===== src/rtl/pwm_pkg.sv =====
// Shared types and constants for the PWM pulse generator.
// Imported by the interface, the counter and the top level.
package pwm_pkg;

  localparam int PWM_WIDTH = 32;

  typedef enum logic {
    ST_IDLE = 1'b0,
    ST_RUN  = 1'b1
  } state_e;

  typedef enum logic {
    MODE_CONT    = 1'b0,
    MODE_ONESHOT = 1'b1
  } mode_e;

endpackage


===== src/rtl/pwm_pulse_generator_if.sv =====
// Control and waveform bundle for the PWM pulse generator.
// master drives the programming inputs, slave is the generator.
interface pwm_pulse_generator_if
  import pwm_pkg::*;
#(
  parameter int WIDTH = PWM_WIDTH
);
  logic             enable;
  logic             one_shot;
  logic             start;
  logic [WIDTH-1:0] pulse_len_in;
  logic [WIDTH-1:0] period_len_in;
  logic             pwm;
  logic             busy;
  logic             period_done;

  modport master (
    output enable, one_shot, start,
    output pulse_len_in, period_len_in,
    input  pwm, busy, period_done
  );

  modport slave (
    input  enable, one_shot, start,
    input  pulse_len_in, period_len_in,
    output pwm, busy, period_done
  );
endinterface


===== src/rtl/pwm_period_counter.sv =====
// Cycle counter for one PWM period with clear/increment.
// Flags the last cycle and whether the next cycle is still high.
module pwm_period_counter
  import pwm_pkg::*;
#(
  parameter int WIDTH = PWM_WIDTH
) (
  input  logic             clk,
  input  logic             reset,
  input  logic             clr,
  input  logic             inc,
  input  logic [WIDTH-1:0] pulse_sh,
  input  logic [WIDTH-1:0] period_sh,
  output logic             last,
  output logic             hi_next
);
  logic [WIDTH-1:0] cnt_q, cnt_d;
  logic [WIDTH:0]   cnt_p1;

  // One extra bit so a period of 2^WIDTH-1 never wraps.
  always_comb begin
    cnt_p1  = {1'b0, cnt_q} + {{WIDTH{1'b0}}, 1'b1};
    last    = (cnt_p1 == {1'b0, period_sh});
    hi_next = (cnt_p1 < {1'b0, pulse_sh});
    cnt_d   = cnt_q;
    if (clr) begin
      cnt_d = '0;
    end else if (inc) begin
      cnt_d = cnt_p1[WIDTH-1:0];
    end
  end

  always_ff @(posedge clk) begin
    if (reset) begin
      cnt_q <= '0;
    end else begin
      cnt_q <= cnt_d;
    end
  end
endmodule


===== src/rtl/pwm_pulse_generator.sv =====
// PWM generator: launch/reload FSM, shadow lengths, output flop.
// Lengths are only sampled at period boundaries so pwm never glitches.
module pwm_pulse_generator
  import pwm_pkg::*;
#(
  parameter int WIDTH = PWM_WIDTH
) (
  input  logic                  clk,
  input  logic                  reset,
  pwm_pulse_generator_if.slave  bus
);
  state_e           state_q, state_d;
  mode_e            mode_q, mode_d;
  logic [WIDTH-1:0] pulse_sh_q, pulse_sh_d;
  logic [WIDTH-1:0] period_sh_q, period_sh_d;
  logic             pwm_q, pwm_d;
  logic             launch_req, reload, load;
  logic             cnt_clr, cnt_inc;
  logic             last, hi_next;

  pwm_period_counter #(.WIDTH(WIDTH)) u_cnt (
    .clk       (clk),
    .reset     (reset),
    .clr       (cnt_clr),
    .inc       (cnt_inc),
    .pulse_sh  (pulse_sh_q),
    .period_sh (period_sh_q),
    .last      (last),
    .hi_next   (hi_next)
  );

  always_comb begin
    launch_req = (bus.one_shot ? bus.start : bus.enable)
               && (bus.period_len_in != '0);
    reload     = (mode_q == MODE_CONT) && bus.enable
               && (bus.period_len_in != '0);
    state_d     = state_q;
    mode_d      = mode_q;
    pulse_sh_d  = pulse_sh_q;
    period_sh_d = period_sh_q;
    pwm_d       = 1'b0;
    load        = 1'b0;
    unique case (state_q)
      ST_IDLE: begin
        if (launch_req) begin
          load    = 1'b1;
          state_d = ST_RUN;
          mode_d  = bus.one_shot ? MODE_ONESHOT : MODE_CONT;
        end
      end
      ST_RUN: begin
        if (last) begin
          if (reload) begin
            load = 1'b1;
          end else begin
            state_d = ST_IDLE;
          end
        end else begin
          pwm_d = hi_next;
        end
      end
    endcase
    // Back-to-back reload: no dead cycle between periods.
    if (load) begin
      pulse_sh_d  = bus.pulse_len_in;
      period_sh_d = bus.period_len_in;
      pwm_d       = (bus.pulse_len_in != '0);
    end
    cnt_clr = load || ((state_q == ST_RUN) && last);
    cnt_inc = (state_q == ST_RUN);
  end

  always_ff @(posedge clk) begin
    if (reset) begin
      state_q     <= ST_IDLE;
      mode_q      <= MODE_CONT;
      pulse_sh_q  <= '0;
      period_sh_q <= '0;
      pwm_q       <= 1'b0;
    end else begin
      state_q     <= state_d;
      mode_q      <= mode_d;
      pulse_sh_q  <= pulse_sh_d;
      period_sh_q <= period_sh_d;
      pwm_q       <= pwm_d;
    end
  end

  assign bus.pwm         = pwm_q;
  assign bus.busy        = (state_q == ST_RUN);
  assign bus.period_done = (state_q == ST_RUN) && last;
endmodule

===== src/flat_wrapper.sv =====
// flat-port wrapper written by rule: the top's interface ports become plain ports
module pwm_pulse_generator_flat import pwm_pkg::*;
#(
  parameter int WIDTH = PWM_WIDTH
)
  (clk, reset, bus_enable, bus_one_shot, bus_start, bus_pulse_len_in, bus_period_len_in, bus_pwm, bus_busy, bus_period_done);
  pwm_pulse_generator_if #(.WIDTH(WIDTH)) bus_i ();
  input  logic clk;
  input  logic reset;
  input wire logic [$bits(bus_i.enable)-1:0] bus_enable;
  input wire logic [$bits(bus_i.one_shot)-1:0] bus_one_shot;
  input wire logic [$bits(bus_i.start)-1:0] bus_start;
  input wire logic [$bits(bus_i.pulse_len_in)-1:0] bus_pulse_len_in;
  input wire logic [$bits(bus_i.period_len_in)-1:0] bus_period_len_in;
  output wire logic [$bits(bus_i.pwm)-1:0] bus_pwm;
  output wire logic [$bits(bus_i.busy)-1:0] bus_busy;
  output wire logic [$bits(bus_i.period_done)-1:0] bus_period_done;
  assign bus_i.enable = bus_enable;
  assign bus_i.one_shot = bus_one_shot;
  assign bus_i.start = bus_start;
  assign bus_i.pulse_len_in = bus_pulse_len_in;
  assign bus_i.period_len_in = bus_period_len_in;
  assign bus_pwm = bus_i.pwm;
  assign bus_busy = bus_i.busy;
  assign bus_period_done = bus_i.period_done;
  pwm_pulse_generator #(.WIDTH(WIDTH)) u_core (.clk(clk), .reset(reset), .bus(bus_i));
endmodule

===== config.mk =====
export PLATFORM = sky130hd
export DESIGN_NAME = pwm_pulse_generator_flat
export DESIGN_NICKNAME = d
export VERILOG_FILES = /design/src/rtl/pwm_pkg.sv /design/src/rtl/pwm_pulse_generator_if.sv /design/src/rtl/pwm_period_counter.sv /design/src/rtl/pwm_pulse_generator.sv /design/src/flat_wrapper.sv
export SDC_FILE = /design/constraint.sdc
export NUM_CORES = 1
export LEC_CHECK = 0
export ABC_AREA = 1
export BUFFER_PORTS_ARGS = -buffer_cell sky130_fd_sc_hd__buf_2
export CAP_MARGIN = 20
export CORE_AREA = 2 2 156 158
export CTS_CLUSTER_SIZE = 14
export DETAILED_ROUTE_END_ITERATION = 8
export DIE_AREA = 0 0 158 160
export GPL_ROUTABILITY_DRIVEN = 0
export PLACE_DENSITY = 0.54
export SKIP_LAST_GASP = 1
export SLEW_MARGIN = 20
export SYNTH_ARGS = -nofsm -noshare
export SYNTH_HDL_FRONTEND = slang
export SYNTH_SLANG_ARGS = --single-unit

===== constraint.sdc =====
create_clock -name clk -period 4.16 [get_ports clk]
set_input_delay 0.416 -clock clk [delete_from_list [all_inputs] [get_ports clk]]
set_output_delay 0.416 -clock clk [all_outputs]
set_load 0.01 [all_outputs]

==> results of run 1 <==
## cells by family (layout without fill, tap and decap cells)
kind of cell             after synthesis  count (layout)
AND/OR/NAND/NOR                      752             752
buffers and inverters                190             241
AO/OA/AOI/OAI                        123             123
flip-flops                            99              99
adder cells (fa/ha/maj)               32              32
XOR/XNOR                               3               3
## how the worst max path moves through the flow
stage / end / slack (ns) / depth (start not counted)
CTS: bus_period_done / 0.82 / 16
global route: bus_period_done / 0.48 / 16
detailed placement: u_core.bus.pwm$_SDFF_PP0_ / 1.01 / 24
global placement: u_core.bus.pwm$_SDFF_PP0_ / 1.05 / 24
finish: bus_period_done / 0.83 / 16
floorplan: u_core.bus.pwm$_SDFF_PP0_ / 1.47 / 24
## per-stage QoR
stage | instances | setup slack [ns] | utilization | area [µm²] | power [W]
2_1_floorplan | 1199 | 1.47 | - | 7000 | 0.00157
3_3_place_gp | 1558 | 1.05 | 0.320 | 7630 | 0.00178
3_5_place_dp | 1558 | 1.01 | 0.320 | 7630 | 0.00178
4_1_cts | 1574 | 0.820 | 0.333 | 7930 | 0.00266
5_1_grt | 1574 | 0.478 | 0.333 | 7930 | 0.00280
6_report | 1574 | 0.831 | 0.333 | 7930 | 0.00264
## layout make-up
cell class                      instances  area (µm²)
Clock buffer                           10         229
Tap cell                              324         405
Sequential cell                        99        1980
Fill cell                            2742       15900
Timing Repair Buffer                   80         460
Multi-Input combinational cell        910        4240
Inverter                              145         544
Clock inverter                          6        65.1
## power by group
part,leakage (nW),total (W),switching [W],internal [W]
logic,3.09,0.000670,0.000424,0.000246
registers,0.816,0.00109,0.0000580,0.00103
clock network,0.143,0.000880,0.000411,0.000469
total,4.05,0.00264,0.000894,0.00175
## metal layers
layer | wire [µm] | vias up
met1 | 11000 | 3377
met2 | 10300 | 172
li1 | - | 3903
met3 | 1040 | 21
met4 | 391 | 0
met5 | 0 | -
## worst max-delay path, delay by kind of cell (launching register included)
| family | cells | cell delay (ns) |
|---|---|---|
| and+or+nand+nor | 12 | 1.41 |
| DFF | 1 | 0.45 |
| adders and majority gates | 1 | 0.25 |
| AOI/OAI and AO/OA | 1 | 0.24 |
| buffers and inverters | 2 | 0.20 |
## layout by cell type, fill, tap and decap left out
master and instances:
sky130_fd_sc_hd__bufinv_16 1, sky130_fd_sc_hd__buf_4 6, sky130_fd_sc_hd__inv_2 5, sky130_fd_sc_hd__buf_2 71
sky130_fd_sc_hd__xor2_1 2, sky130_fd_sc_hd__inv_1 140, sky130_fd_sc_hd__ha_1 32, sky130_fd_sc_hd__nor3_1 3
sky130_fd_sc_hd__dfxtp_1 99, sky130_fd_sc_hd__a21oi_1 84, sky130_fd_sc_hd__o21ai_0 36, sky130_fd_sc_hd__nand2_1 370
sky130_fd_sc_hd__o21ai_1 1, sky130_fd_sc_hd__a21o_1 1, sky130_fd_sc_hd__nor2_1 181, sky130_fd_sc_hd__nand2_4 2
sky130_fd_sc_hd__nor4_1 15, sky130_fd_sc_hd__nand4_1 13, sky130_fd_sc_hd__clkbuf_1 1, sky130_fd_sc_hd__nor2_4 7
sky130_fd_sc_hd__nor2_8 1, sky130_fd_sc_hd__clkbuf_16 9, sky130_fd_sc_hd__and2_1 1, sky130_fd_sc_hd__buf_12 3
sky130_fd_sc_hd__a211oi_1 1, sky130_fd_sc_hd__clkinv_2 2, sky130_fd_sc_hd__nand3_1 151, sky130_fd_sc_hd__or4_1 1
sky130_fd_sc_hd__clkinv_4 1, sky130_fd_sc_hd__nor2_2 3, sky130_fd_sc_hd__inv_6 1, sky130_fd_sc_hd__xnor2_1 1
sky130_fd_sc_hd__nand2_2 4, sky130_fd_sc_hd__clkinvlp_4 1
## registers in the layout (all words and copies together) (netlist names)
register            count
u_core.bus.busy         1
u_core.bus.pwm          1
u_core.mode_q           1
u_core.period_sh_q     32
u_core.pulse_sh_q      32
u_core.u_cnt.cnt_q     32
==> parameters.txt, run 1 <==
Parameter                              Value

Worst hold path
  Origin of the worst min-delay path ... reset
  Hold Path End ... u_core.bus.busy$_SDFF_PP0_
  Class of the tightest hold or removal check ... in -> reg
  Cell count of the worst hold path ... 2

STA
  Sum Neg Setup Slack ... 0 ns
  Max-slew violations ... 0
  Skew final ... roughly 0.0083 ns
  RSZ-0062 raised after global routing ... false
  Setup violators final ... 0
  Worst Max-Slew Pin Slew ... around 0.83 ns
  Smallest hold slack ... 0.251 ns
  Tightest slew margin relative to the limit ... 0.445
  Final critical path time including I/O delays and setup ... roughly 3.3 ns
  Peak clock frequency supported by timing ... around 0.3 GHz
  Final worst-path cycle share ... 0.800
  Final Hold Viols ... 0

Clock network
  Sinks on the clock net ... 99
  Number of buffers added to fix hold violations after cts ... 0
  Post-CTS setup buffers ... 0
  Max Root-Sink Buffers ... 2
  Clock transition at the registers of the reported paths ... ~0.07 ns
  Number of H-tree levels ... 3
  CTS tree ... yes
  Clock latency at the later pin of the worst-skew pair ... around 0.36 ns
  Cell at the root of the clock tree ... sky130_fd_sc_hd__clkbuf_16
  Inserted Clock Buffers ... 9
  Number of resized instances in the post-cts repair step ... 0

Synthesis
  Share of flip-flops with an asynchronous set or reset ... 0
  Cell types with the largest area share after synthesis ... sky130_fd_sc_hd__dfxtp_1 (28%), sky130_fd_sc_hd__nand2_1 (20%), sky130_fd_sc_hd__nand3_1 (11%), sky130_fd_sc_hd__nor2_1 (9.7%), sky130_fd_sc_hd__inv_1 (7.6%)
  Number of synthesized flops with an enable pin ... 0
  Synth top area share ... 0.283
  Cell count after synthesis ... between 1k and 1.5k
  Top FF cell, synth ... sky130_fd_sc_hd__dfxtp_1
  Summed instance area of the synthesized netlist ... roughly 7000 µm²
  Library cells used by synthesis ... 29
  XOR/XNOR share of the synthesized area ... 0.00376
  Multiplexer share of the synthesized area ... 0
  Library cell with the largest summed area after synthesis ... sky130_fd_sc_hd__dfxtp_1
  Adder-cell area share of the yosys netlist ... 0.0572
  Post-synthesis sequential element count ... between 90 and 100
  Synth Area per Inst ... between 5 and 6 µm²
  Commonest cells in the synthesized netlist ... sky130_fd_sc_hd__nand2_1 (371), sky130_fd_sc_hd__nor2_1 (181), sky130_fd_sc_hd__nand3_1 (151)
  Most numerous cell in the Yosys netlist ... sky130_fd_sc_hd__nand2_1
  Simple-gate share of the synthesized area ... 0.455
  Combinational family with the most area after synthesis ... simple AND/OR/NAND/NOR gates
  Synth warnings ... 0
  Fraction of the mapped netlist area in compound gates ... 0.0887
  Sequential cell area fraction in the yosys report ... 0.283
  Net count after synthesis ... around 1.3k

Finish
  Area overhead of the layout relative to synthesis ... 13.3%
  Number of antenna diodes ... 0
  Layout net count ... about 1.3k
  Share of cells above drive strength 1 ... 0.0936

Placement
  Placed wire-length estimate ... roughly 17000 µm
  IO Port Bufs ... around 70

Route
  Violation count after the first detailed-routing iteration ... between 400 and 500
  Routed wire length ... 22700 µm
  Detailed-route DRC error count ... 0
  Post-route ant nets ... 0
  Vias per Instance ... about 4.7
  Avg WL per Cell ... 14.4 µm
  Detailed-route via count ... between 7k and 8k
  First-pass DRT Iterations ... 5

GRT
  Leftover overflow at the end of global routing ... 0
  First-pass GRT wire length ... roughly 36000 µm
  Most utilized layer in the global route result ... met2
  Met1 Resource Use GR ... 0.263
  Global-route usage over all layers ... 0.182
  Met2 Resource Use GR ... 0.286
  Antenna violations before repair ... 0
  Number of global-route vias before repair ... 6727
  Pin count of the biggest net entering global routing ... ~120
  Met3 usage in global routing ... 0.0190

Pwr
  P_leak ... 4.05 nW
  Total power density per cell area ... around 330 nW/µm²
  Peak supply drop ... between 0.2 and 0.25 mV

Floorplanning
  Placeable core region ... approximately 24000 µm²
  Number of primary I/O pins ... 72
  Horizontal die dimension ... 158 µm
  Height of the chip ... 160 µm
  Full die area ... 25300 µm²
  Starting density of the core ... 0.294
  Floorplan row count ... between 50 and 60

Worst setup path
  Largest driver fanout on the critical path ... 10
  Worst endpoint data arrival time ... slightly below 3 ns
  Master of the slowest instance on the critical path ... sky130_fd_sc_hd__dfxtp_1
  Beginning of the worst register-to-register path ... u_core.u_cnt.cnt_q[0]$_SDFFE_PP0P_
  Startpoint kind of the worst setup timing path ... flip-flop
  Path depth of the worst reg2reg path ... 24
  Critical Path Start ... u_core.u_cnt.cnt_q[0]$_SDFFE_PP0P_
  Crit-path max cell delay ... 0.45 ns
  End of the worst register-to-register path ... u_core.bus.pwm$_SDFF_PP0_
  Cell occurring most often along the worst timing path ... sky130_fd_sc_hd__nand2_1
  Worst Setup Path Type ... reg -> out
  Setup slack, reg-to-reg ... approximately 1.0 ns
  Kind of end point of the critical path ... output pin
  WP data required ... ~3.7 ns
  CP cell instances ... ha_1 > nand2_2 > nor2_8 > nand2_4 > o21ai_1 > nand2_1 > nand2_1 > nand2_1 > nor2_1 > nand2_1 > nor2_1 > nand2_1 > nor2_1 > nand3_1 > inv_1 > buf_2

Outcome
  Result of the run ... completed

Job
  Number of violations of the max-capacitance limit ... 0
No activity file was read; power rests on OpenSTA's default activity.
==> run 2, diff against run 1 <==
ABC_AREA = 0   (was 1)
CORE_AREA = 2 2 161 163   (was 2 2 156 158)
DIE_AREA = 0 0 163 165   (was 0 0 158 160)
PLACE_DENSITY = 0.53   (was 0.54)
clock period = 3.3 ns   (was 4.16 ns; I/O delays follow)
==> run 2 against run 1 <==
The flow now finishes with violations (setup timing). Sequential cell count unchanged. Clock power up 20%. Routed wire length up 6.8%.
==> parameters.txt, run 2 <==
Parameter                              Value

Placement
  Placed Cells ... 1363 (was 1558)
  Placed wire-length estimate ... 18000 µm (was 17500 µm)
  IO Port Bufs ... 71 (unchanged)
  Worst slack, placed ... -0.226 ns (was 1.01 ns)

Clock network
  Sinks on the clock net ... 99 (unchanged)
  Number of buffers added to fix hold violations after cts ... 0 (unchanged)
  Clock latency at the later pin of the worst-skew pair ... 0.37 ns (was 0.36 ns)
  Cell at the root of the clock tree ... sky130_fd_sc_hd__clkbuf_16 (unchanged)
  Number of H-tree levels ... 3 (unchanged)
  Inserted Clock Buffers ... 9 (unchanged)
  Clock transition at the registers of the reported paths ... 0.08 ns (was 0.07 ns)
  Max Root-Sink Buffers ... 2 (unchanged)
  CTS tree ... yes (unchanged)

Worst setup path
  Kind of end point of the critical path ... output pin (unchanged)
  End of the worst register-to-register path ... u_core.period_sh_q[10]$_SDFFE_PP0P_ (was u_core.bus.pwm$_SDFF_PP0_)
  Largest driver fanout on the critical path ... 6 (was 10)
  Setup slack, reg-to-reg ... -0.17 ns (was 1.03 ns)
  WP data required ... 2.97 ns (was 3.74 ns)
  Path depth of the worst reg2reg path ... 13 (was 24)
  Worst Setup Path Type ... reg -> out (unchanged)
  Worst endpoint data arrival time ... 3.19 ns (was 2.91 ns)
  Beginning of the worst register-to-register path ... u_core.u_cnt.cnt_q[1]$_SDFFE_PP0P_ (was u_core.u_cnt.cnt_q[0]$_SDFFE_PP0P_)
  Startpoint kind of the worst setup timing path ... flip-flop (unchanged)

STA
  Max-slew violations ... 0 (unchanged)
  Smallest hold slack ... 0.221 ns (was 0.251 ns)
  Tightest slew margin relative to the limit ... 0.482 (was 0.445)
  Sum Neg Setup Slack ... -10.65 ns (was 0 ns)
  Peak clock frequency supported by timing ... 0.284 GHz
  Final worst-path cycle share ... 1.07
  Setup violators final ... 98 (was 0)
  Final Hold Viols ... 0 (unchanged)
  Final setup margin ... -0.218 ns (was 0.831 ns)
  RSZ-0062 raised after global routing ... true (was false)
  Worst Max-Slew Pin Slew ... 0.770 ns (was 0.825 ns)
  Final critical path time including I/O delays and setup ... about 3.5 ns
  Skew final ... 0.0143 ns (was 0.00826 ns)

Route
  Detailed-route DRC error count ... 0 (unchanged)
  First-pass DRT Iterations ... 5 (unchanged)
  Vias per Instance ... 5.02 (was 4.75)
  Routed wire length ... 24200 µm (was 22700 µm)
  Violation count after the first detailed-routing iteration ... 346 (was 469)
  Detailed-route via count ... 7120 (was 7473)
  Avg WL per Cell ... 17.1 µm (was 14.4 µm)
  Post-route ant nets ... 0 (unchanged)

Pwr
  Sw frac ... 0.299 (was 0.339)
  Internal ... 0.00216 W (was 0.00175 W)
  Total power density per cell area ... 306 nW/µm² (was 333 nW/µm²)
  Clock network fraction of total power ... 0.345 (was 0.334)
  Combinational share of power ... 0.228 (was 0.254)
  P_leak ... 4.35 nW (was 4.05 nW)
  Peak supply drop ... 0.212 mV (was 0.213 mV)
  Fraction of power consumed by sequential logic ... 0.427 (was 0.412)
  Switching component of the power ... 0.000920 W (was 0.000894 W)

Synthesis
  Synth top area share ... 0.268 (was 0.283)
  Commonest cells in the synthesized netlist ... sky130_fd_sc_hd__nand2b_1 (137), sky130_fd_sc_hd__dfxtp_1 (99), sky130_fd_sc_hd__mux2i_1 (69) (was sky130_fd_sc_hd__nand2_1 (371), sky130_fd_sc_hd__nor2_1 (181), sky130_fd_sc_hd__nand3_1 (151))
  Cell count after synthesis ... 885 (was 1199)
  Most numerous cell in the Yosys netlist ... sky130_fd_sc_hd__nand2b_1 (was sky130_fd_sc_hd__nand2_1)
  Library cells used by synthesis ... 67 (was 29)
  Summed instance area of the synthesized netlist ... 7400 µm² (was 7000 µm²)
  Sequential cell area fraction in the yosys report ... 0.268 (was 0.283)
  Number of synthesized flops with an enable pin ... 0 (unchanged)
  Post-synthesis sequential element count ... 99 (unchanged)
  Net count after synthesis ... 986 (was 1300)
  Synth Area per Inst ... 8.36 µm² (was 5.83 µm²)
  Library cell with the largest summed area after synthesis ... sky130_fd_sc_hd__dfxtp_1 (unchanged)
  Top FF cell, synth ... sky130_fd_sc_hd__dfxtp_1 (unchanged)
  Share of flip-flops with an asynchronous set or reset ... 0 (unchanged)
  Synth warnings ... 0 (unchanged)
  Cell types with the largest area share after synthesis ... sky130_fd_sc_hd__dfxtp_1 (27%), sky130_fd_sc_hd__nand2b_1 (12%), sky130_fd_sc_hd__mux2i_1 (9.3%), sky130_fd_sc_hd__xnor2_1 (5.7%), sky130_fd_sc_hd__ha_1 (5.4%) (was sky130_fd_sc_hd__dfxtp_1 (28%), sky130_fd_sc_hd__nand2_1 (20%), sky130_fd_sc_hd__nand3_1 (11%), sky130_fd_sc_hd__nor2_1 (9.7%), sky130_fd_sc_hd__inv_1 (7.6%))

Outcome
  Result of the run ... finished with violations (was completed)
  Failing checks ... setup timing

Worst hold path
  Hold Path End ... u_core.pulse_sh_q[19]$_SDFFE_PP0P_ (was u_core.bus.busy$_SDFF_PP0_)
  Class of the tightest hold or removal check ... in -> reg (unchanged)
  Origin of the worst min-delay path ... bus_pulse_len_in[19] (was reset)
  Cell count of the worst hold path ... 3 (was 2)

GRT
  First-pass GRT wire length ... 37900 µm (was 35900 µm)
  Number of global-route vias before repair ... 6933 (was 6727)
  Pin count of the biggest net entering global routing ... 86 (was 121)
  Global-route usage over all layers ... 0.185 (was 0.182)
  Leftover overflow at the end of global routing ... 0 (unchanged)
  Antenna violations before repair ... 0 (unchanged)

Finish
  Layout Utilization ... 0.402 (was 0.333)
  Layout net count ... 1183 (was 1346)
  Share of cells above drive strength 1 ... 0.293 (was 0.0936)
  Most common cell after layout, fill and taps aside ... sky130_fd_sc_hd__buf_4 (was sky130_fd_sc_hd__nand2_1)
  Largest registers ... u_core.period_sh_q x32, u_core.pulse_sh_q x32, u_core.u_cnt.cnt_q x32 (unchanged)
  Highest-count cells in the layout ignoring fill and taps ... sky130_fd_sc_hd__buf_4 (154), sky130_fd_sc_hd__nand2b_1 (137), sky130_fd_sc_hd__dfxtp_1 (86) (was sky130_fd_sc_hd__nand2_1 (370), sky130_fd_sc_hd__nor2_1 (181), sky130_fd_sc_hd__nand3_1 (151))
  Non-filler cells in the finished layout ... 1417 (was 1574)
  Number of antenna diodes ... 0 (unchanged)
  Area overhead of the layout relative to synthesis ... 36.2% (was 13.3%)

Floorplanning
  Full die area ... 26900 µm² (was 25300 µm²)
  Starting density of the core ... 0.296 (was 0.294)
  Horizontal die dimension ... 163 µm (was 158 µm)
  Floorplan row count ... 58 (was 57)
  Height of the chip ... 165 µm (was 160 µm)
  Number of primary I/O pins ... 72 (unchanged)
  Placeable core region ... 25000 µm² (was 23800 µm²)

Job
  Number of violations of the max-capacitance limit ... 0 (unchanged)
## run 2: changes by cell type in the layout (fill, tap and decap cells not counted), moves of 28 or more
| cell | before | now |
|---|---|---|
| sky130_fd_sc_hd__nand2b_1 | 0 | 137 |
| sky130_fd_sc_hd__inv_1 | 140 | 43 |
| sky130_fd_sc_hd__nand3_1 | 151 | 25 |
| sky130_fd_sc_hd__nand2_1 | 370 | 41 |
| sky130_fd_sc_hd__mux2i_1 | 0 | 68 |
| sky130_fd_sc_hd__nor2_1 | 181 | 29 |
| sky130_fd_sc_hd__a21oi_1 | 84 | 11 |
| sky130_fd_sc_hd__xor2_1 | 2 | 32 |
| sky130_fd_sc_hd__nor3_1 | 3 | 31 |
| sky130_fd_sc_hd__buf_4 | 6 | 154 |
| sky130_fd_sc_hd__xnor2_1 | 1 | 44 |
## run 2: how the worst max path moves through the flow
stage          slack, ns                               start  cells after the start                                   to
2_1_floorplan       0.01  u_core.u_cnt.cnt_q[1]$_SDFFE_PP0P_                     11   u_core.period_sh_q[0]$_SDFFE_PP0P_
3_3_place_gp       -0.22  u_core.u_cnt.cnt_q[1]$_SDFFE_PP0P_                     11   u_core.u_cnt.cnt_q[8]$_SDFFE_PP0P_
3_5_place_dp       -0.23  u_core.u_cnt.cnt_q[0]$_SDFFE_PP0P_                     11  u_core.u_cnt.cnt_q[31]$_SDFFE_PP0P_
4_1_cts            -0.27  u_core.u_cnt.cnt_q[7]$_SDFFE_PP0P_                     11                      bus_period_done
5_1_grt            -0.36  u_core.u_cnt.cnt_q[7]$_SDFFE_PP0P_                     13                      bus_period_done
6_report           -0.22  u_core.u_cnt.cnt_q[1]$_SDFFE_PP0P_                     14                      bus_period_done
## run 2: logic make-up (layout without fill, tap and decap cells)
logic type / Yosys count / count (layout) / share of synthesized area
DFF: 99 / 99 / 0.268
muxes: 70 / 70 / 0.0949
adders and majority gates: 32 / 32 / 0.0541
buffers and inverters: 110 / 311 / 0.0666
xor gates and xnor gates: 87 / 87 / 0.114
AOI/OAI and AO/OA: 86 / 87 / 0.0824
and+or+nand+nor: 401 / 401 / 0.320
## run 2: final cells by class
class | count | area, µm²
fill | 2552 | 15000
clock buffer | 9 | 225
sequential | 99 | 2010
clock inverter | 7 | 58.8
tap | 330 | 413
multi-input combinational | 677 | 5120
inverter | 43 | 161
timing repair buffer | 252 | 2090
## run 2: timing repair
| item | CTS | global route |
|---|---|---|
| setup endpoints to repair | 98 | 99 |
| gates cloned | 12 | 0 |
| gates resized for setup | 43 | 24 |
| pin swaps | 17 | 12 |
| buffers inserted | 20 | 6 |
## run 2: per-layer routing
metal,vias up,part of all wire,global-route usage,wire (µm)
met5,-,0,0,0
met2,177,0.47,0.311,11400
met1,3359,0.44,0.231,10800
met4,0,0.046,0.0909,1110
met3,53,0.039,0.0291,938
li1,3531,-,-,-
## run 2: power groups by stage
stage | registers [W] | clock network (W) | logic [W]
2_1_floorplan | 0.00133 | 0 | 0.000367
3_3_place_gp | 0.00134 | 0 | 0.000565
3_5_place_dp | 0.00134 | 0 | 0.000569
4_1_cts | 0.00132 | 0.00110 | 0.000695
5_1_grt | 0.00132 | 0.00114 | 0.000763
6_report | 0.00132 | 0.00106 | 0.000703
## run 2: through the flow
step	instance area, µm²	power [W]
finish	10100	0.00308
global route	10100	0.00323
global placement	8990	0.00191
floorplan	7430	0.00169
CTS	9940	0.00311
detailed placement	8990	0.00191
## run 2: worst max-delay path: stages (launching register included)
cell	delay (ns)
sky130_fd_sc_hd__dfxtp_4	0.37
sky130_fd_sc_hd__ha_4	0.16
sky130_fd_sc_hd__nand3_4	0.08
sky130_fd_sc_hd__buf_4	0.13
sky130_fd_sc_hd__buf_4	0.14
sky130_fd_sc_hd__nor3_2	0.22
sky130_fd_sc_hd__buf_4	0.19
sky130_fd_sc_hd__xnor2_1	0.11
sky130_fd_sc_hd__buf_4	0.17
sky130_fd_sc_hd__a21oi_2	0.19
sky130_fd_sc_hd__and4b_1	0.27
sky130_fd_sc_hd__nand4_1	0.19
sky130_fd_sc_hd__nor4_4	0.29
sky130_fd_sc_hd__and2_1	0.19
sky130_fd_sc_hd__buf_2	0.13
